File: src/rtl/branch_predictor_pht.sv
// branch_predictor_pht: PHT of saturating counters with registered prediction and index tag-back.
// Define BP_GSHARE_EN to XOR the global history into the index (gshare); otherwise bimodal.
module branch_predictor_pht #(
   parameter int PC_W  = 32,
   parameter int IDX_W = 6,
   parameter int CTR_W = 2,
   parameter int GHR_W = 6
) (
   input  logic             clk,
   input  logic             reset,
   input  logic             lookup_valid,
   input  logic [PC_W-1:0]  lookup_pc,
   output logic             pred_valid,
   output logic             pred_taken,
   output logic [IDX_W-1:0] pred_idx,
   input  logic             upd_valid,
   input  logic [IDX_W-1:0] upd_idx,
   input  logic             upd_taken,
   input  logic             ghr_clr,
   output logic [GHR_W-1:0] ghr
);
   localparam logic [CTR_W-1:0] CTR_INIT = CTR_W'((1 << (CTR_W - 1)) - 1);
   logic [CTR_W-1:0] ctr [0:(1<<IDX_W)-1];
   logic [CTR_W-1:0] cur, nxt;
   logic [IDX_W-1:0] idx;
   logic             unused_bits;
`ifdef BP_GSHARE_EN
   logic [GHR_W-1:0] ghr_q;
   always_ff @(posedge clk or negedge reset)
      if (!reset) ghr_q <= '0;
      else if (ghr_clr) ghr_q <= '0;
      else if (upd_valid) ghr_q <= (ghr_q << 1) | GHR_W'(upd_taken);
   assign idx = lookup_pc[IDX_W+1:2] ^ IDX_W'(ghr_q);
   assign ghr = ghr_q;
   assign unused_bits = ^{lookup_pc[PC_W-1:IDX_W+2], lookup_pc[1:0]};
`else
   assign idx = lookup_pc[IDX_W+1:2];
   assign ghr = '0;
   assign unused_bits = ^{ghr_clr, lookup_pc[PC_W-1:IDX_W+2], lookup_pc[1:0]};
`endif
   always_comb begin
      cur = ctr[upd_idx];
      nxt = upd_taken ? ((&cur) ? cur : cur + CTR_W'(1)) : ((|cur) ? cur - CTR_W'(1) : cur);
   end
   always_ff @(posedge clk or negedge reset)
      if (!reset) begin
         for (int i = 0; i < (1 << IDX_W); i++) ctr[i] <= CTR_INIT;
      end else if (upd_valid) begin
         ctr[upd_idx] <= nxt;
      end
   // The lookup samples the table before this edge's update lands: read-before-write.
   always_ff @(posedge clk or negedge reset)
      if (!reset) begin
         pred_valid <= 1'b0;
         pred_taken <= 1'b0;
         pred_idx   <= '0;
      end else begin
         pred_valid <= lookup_valid;
         if (lookup_valid) begin
            pred_idx   <= idx;
            pred_taken <= ctr[idx][CTR_W-1];
         end
      end
endmodule

File: config.mk
export PLATFORM = sky130hd
export DESIGN_NAME = branch_predictor_pht
export DESIGN_NICKNAME = d
export VERILOG_FILES = /design/src/rtl/branch_predictor_pht.sv
export SDC_FILE = /design/constraint.sdc
export NUM_CORES = 1
export LEC_CHECK = 0
export BUFFER_PORTS_ARGS = -buffer_cell sky130_fd_sc_hd__buf_2
export CAP_MARGIN = 25
export CORE_ASPECT_RATIO = 1.75
export CORE_MARGIN = 4
export CORE_UTILIZATION = 45
export CTS_BUF_LIST = sky130_fd_sc_hd__clkbuf_4 sky130_fd_sc_hd__clkbuf_8
export DETAILED_ROUTE_END_ITERATION = 10
export SYNTH_ARGS = -nofsm -noshare
export SYNTH_HDL_FRONTEND = slang
export SYNTH_SLANG_ARGS = --single-unit
File: constraint.sdc
create_clock -name clk -period 2 [get_ports clk]
set_input_delay 0 -clock clk [delete_from_list [all_inputs] [get_ports clk]]
set_output_delay 0 -clock clk [all_outputs]
set_load 0.02 [all_outputs]
After elaboration in Yosys (flattened, before gate mapping)
Index checks and enable logic that the tools add are counted.

storage, ports and cells
  output and inout port bits = 14
  register bits after elaboration = 136
  bits of input ports = 44
  logic and storage cells = 89

cells by class
  reductions and logical operators = 3
  magnitude comparators = 3
  bitwise logic cells = 2
  add/subtract/negate cells = 2
  multiplexer cells = 12

operators by type and width
  kind                                                                  number
  128-bit bitwise mux                                                   1
  2-bit binary-select mux with 6-bit select                             2
  2-bit two-way mux                                                     8
  7-bit greater-or-equal comparator, second input constant              2
  6-bit inverter with 7-bit output                                      2
  2-bit demux with 6-bit select                                         1
  7-bit by 1-bit < comparator with 1-bit output, second input constant  1
  2-bit by 1-bit adder with 2-bit output, second input constant         1
  2-bit AND reduction                                                   1
  2-bit OR reduction                                                    1
  2-bit by 1-bit subtractor with 2-bit output, second input constant    1
  1-bit logical AND                                                     1

Longest topological paths before layout
  word-level depth = 8
  depth in mapped cells = 12
  depth with buffers taken out = 6

Worst setup path after synthesis
Ideal clock, no wire load.

  path kind = in2reg
  start = in lookup_pc[3]
  end = reg pred_taken
  slack = -242 ps
  path buffers = 2
  stages = 6
  data required time = 1875 ps
  data arrival time = 2117 ps
  library setup time = 125 ps
  path through = clkbuf_1 -> buf_1 -> mux4_2 -> mux4_2 -> mux4_2 -> mux2_2

between the ends
  cells in the longest elaborated chain, start to end = 4

ends and longest elaborated chain
  element                                                 line  RTL
  from (decl)                                             12    input logic [PC_W-1:0] lookup_pc,
  6-bit inverter with 7-bit output (implied by the code)  61    pred_taken <= ctr[idx][CTR_W-1];
  2-bit binary-select mux with 6-bit select               61
  2-bit two-way mux (implied by the code) (2 in series)   61
  to (signal assigned)                                    61
  to (decl)                                               14    output logic pred_taken,

Every way passes these cells. The select of a mux whose other input is x is not followed.
A chain may end at the register's enable or synchronous reset.

Worst setup path after layout
  start = reg ctr[71] in the netlist's numbering
  end = reg ctr[101] in the netlist's numbering

between the ends
  cells in the longest elaborated chain, start to end = 7
  elaborated cells on any way between the ends = 11
  those cells by class = add/sub: 2; mux: 7; reduce/logical: 2

ends and longest elaborated chain
  element                                                                    line  RTL
  from (decl)                                                                23    logic [CTR_W-1:0] ctr [0:(1<<IDX_W)-1];
  from (signal, indexed assignment)                                          49    ctr[upd_idx] <= nxt;
  2-bit binary-select mux with 6-bit select (*)                              42    cur = ctr[upd_idx];
  2-bit two-way mux (implied by the code) (*) (2 in series)                  42
  2-bit by 1-bit subtractor with 2-bit output, or another cell as far along  43    nxt = upd_taken ? ((&cur) ? cur : cur + CTR_W'(1)) : ((|cur) ? cur - CTR_W'(1) : cur);
  2-bit two-way mux                                                          43
  2-bit two-way mux (*)                                                      43
  128-bit bitwise mux (*)                                                    49

Mark *: on every way between the ends. The rest lies on a longest branch, timed or not. The select of a mux whose other input is x is not followed.

==> flow_summary.json <==
{
  "p_per_area_nw_per_um2": 777,
  "rsz0062_at_grt": "true",
  "grt_pass1_vias": 9652,
  "fin_crit_sh": 1.20,
  "synthArstFlopShare": 1.00,
  "place_congestion": 0.952,
  "clock_tree.root_cell": "clkbuf_8",
  "drc_errors": 0,
  "die-area_um2": 22700,
  "seq_area_frac_synth": 0.382,
  "setup_violations": 129,
  "routed-wl-met2_mm": 19.2,
  "period_needed_ns": 2.39,
  "irDropWorstVdd_mv": 0.525,
  "port_buffers": 24,
  "drv_cap": 0,
  "dieHeight_um": 196,
  "place_worst_setup_slack_ns": -0.398,
  "synth.distinct_cells": 48,
  "synth_flop_cell": "dfrtp_1",
  "grt_usage": 0.320,
  "required_ns": 2.35,
  "fmax_ghz": 0.418,
  "fin_area_um2": 13400,
  "h-tree-depth": 4,
  "ios": 58,
  "synth_area_per_cell_um2": 9.05,
  "clk_latency_ns": 0.48,
  "cts_buffer_depth": 2,
  "top_layer": "met5",
  "grt_max_degree": 79,
  "postRouteAntennaNets": 0,
  "report.final.slew_viol_count": 0,
  "cp-start-kind": "flip-flop",
  "hpwl_mm": 22.6,
  "layout_setup_ws_ns": -0.395,
  "ys_ff_latch": 136,
  "cts_tree": "built",
  "syn-cell-area_um2": 9120,
  "setup_tns_ns": -38.46,
  "yosysWarnings": 0,
  "worst_slew_pin_slew_ns": 0.697,
  "path_class": "reg -> reg",
  "final.setup_skew_ns": 0.0101,
  "cp-end-kind": "flip-flop",
  "vias_per_cell": 6.93,
  "cp.arrival_ns": 2.74,
  "drtPass1Iterations": 8,
  "tritoncts.num_buffers": 17,
  "overflow": 0,
  "initial_core_util": 0.460,
  "initialDrtViolationCount": 1157,
  "drive_above_1_share": 0.498,
  "numClockSinks": 136,
  "wl_per_cell_um": 26.7,
  "die_w_um": 116,
  "synth_edf_count": 0,
  "syn-instance-count": 1007,
  "slew_headroom": 0.536,
  "nFillCells": 1465,
  "areaGrowthSynthToFinish_pct": 46.8,
  "grt_pass1_wl_mm": 55.2,
  "hold_class": "in -> async",
  "antenna_found_initial": 1,
  "place_area_um2": 11000,
  "violations": "negative setup slack",
  "cp_max_fo": 7,
  "fin_nets": 1232,
  "final_hold_viol_count": 0,
  "leakage_uw": 0.00510,
  "path_clk_slew_ns": 0.08,
  "drt-met1-wl_mm": 13.2,
  "num_vias": 10000,
  "core_um2": 19800,
  "diodes": 0,
  "status": "finished, violations left",
  "num_rows": 68,
  "met3WireLength_mm": 3.00,
  "totalWireLength_mm": 38.6
}
==> per-stage QoR <==
step	std cells	util	power, uW	hold slack [ns]
2_1_floorplan	1012	-	5510	-0.296
5_1_grt	1445	0.675	10800	0.134
4_1_cts	1427	0.628	9800	0.0683
6_report	1445	0.675	10400	0.103
3_3_place_gp	1359	0.554	6800	0.0572
3_5_place_dp	1359	0.554	6850	0.0603
==> cells in the mapped netlist (24+ instances only) <==
master,n,area share
dfrtp_1,72,0.20
o221ai_1,65,0.062
clkbuf_1,63,0.026
dfstp_2,64,0.18
a2111oi_0,24,0.023
mux4_2,43,0.11
buf_2,32,0.018
a211oi_1,96,0.079
nand3_1,107,0.059
nand2_1,111,0.046
nor2_1,163,0.067
o21ai_0,25,0.014
==> worst max-delay path: stages, from the launching register on <==
cell	delay (ns)
dfrtp_1	0.39
buf_4	0.14
mux2i_2	0.19
buf_4	0.15
o22ai_1	0.09
a32oi_1	0.26
nand4_1	0.20
buf_6	0.19
nor3_4	0.19
buf_12	0.20
clkbuf_16	0.17
a211oi_2	0.08
==> sequential cells by signal, summed over array words and instances (netlist names) <==
| name | flops |
|---|---|
| pred_idx | 6 |
| pred_valid | 1 |
| ctr | 128 |
| pred_taken | 1 |
==> placed cells by master, fill, tap and decap left out, types with 25 or more instances in the layout <==
cell type,instances
buf_4,173
nor2_1,163
nand2_1,110
nand3_1,76
dfrtp_1,72
dfstp_2,64
a211oi_2,57
mux4_2,43
o221ai_2,43
a211oi_1,38
buf_12,35
nand3_2,29
o21ai_0,25
==> path summary, 6_finish.rpt <==
check	start	endpoint	slack, ns	depth (start not counted)
worst max-delay path	ctr[71]	ctr[101]	-0.39	11
max in group asynchronous	reset	ctr[86]	1.15	3
worst min register to register	ctr[32]	ctr[32]	0.48	2
worst min-delay path	reset	ctr[57]	0.10	2
worst max register to register	ctr[71]	ctr[101]	-0.39	11
min in group clk	upd_valid	ctr[83]	0.11	4
==> layout make-up <==
| class | count | area (um2) | area share |
|---|---|---|---|
| Clock buffer | 28 | 348 | 0.0260 |
| Sequential cell | 136 | 3480 | 0.260 |
| Clock inverter | 3 | 15.0 | 0.00112 |
| Multi-Input combinational cell | 756 | 6290 | 0.470 |
| Timing Repair Buffer | 277 | 2940 | 0.220 |
| Tap cell | 245 | 307 | 0.0229 |
==> cell families (layout without fill, tap and decap cells) <==
family,after synthesis,count (layout),synth area share
AND/OR/NAND/NOR,432,432,0.211
AO/OA/AOI/OAI,252,252,0.214
flip-flops,136,136,0.382
buffers and inverters,120,308,0.0596
multiplexers,66,66,0.133
other,1,6,0.000411
==> routing by layer <==
layer / global-route usage / vias up
li1: - / 4198
met1: 0.377 / 4965
met2: 0.538 / 627
met3: 0.0531 / 227
met4: 0.193 / 2
met5: 0 / -
==> where the power goes <==
| group | switching (uW) | total, uW | internal [uW] | leakage (uW) |
|---|---|---|---|---|
| Clock | 1130 | 2220 | 1090 | 0.000198 |
| Combinational | 2240 | 4280 | 2040 | 0.00332 |
| Sequential | 375 | 3900 | 3520 | 0.00159 |
==> timing repair <==
action,4_1_cts,5_1_grt
resized for setup,106,125
pin swaps,58,86
endpoints found under the hold margin,102,0
gates cloned,15,11
hold buffers,9,0
setup buffers,14,12
endpoints found under the setup margin,129,129
Power figures use the tool's default switching activity.
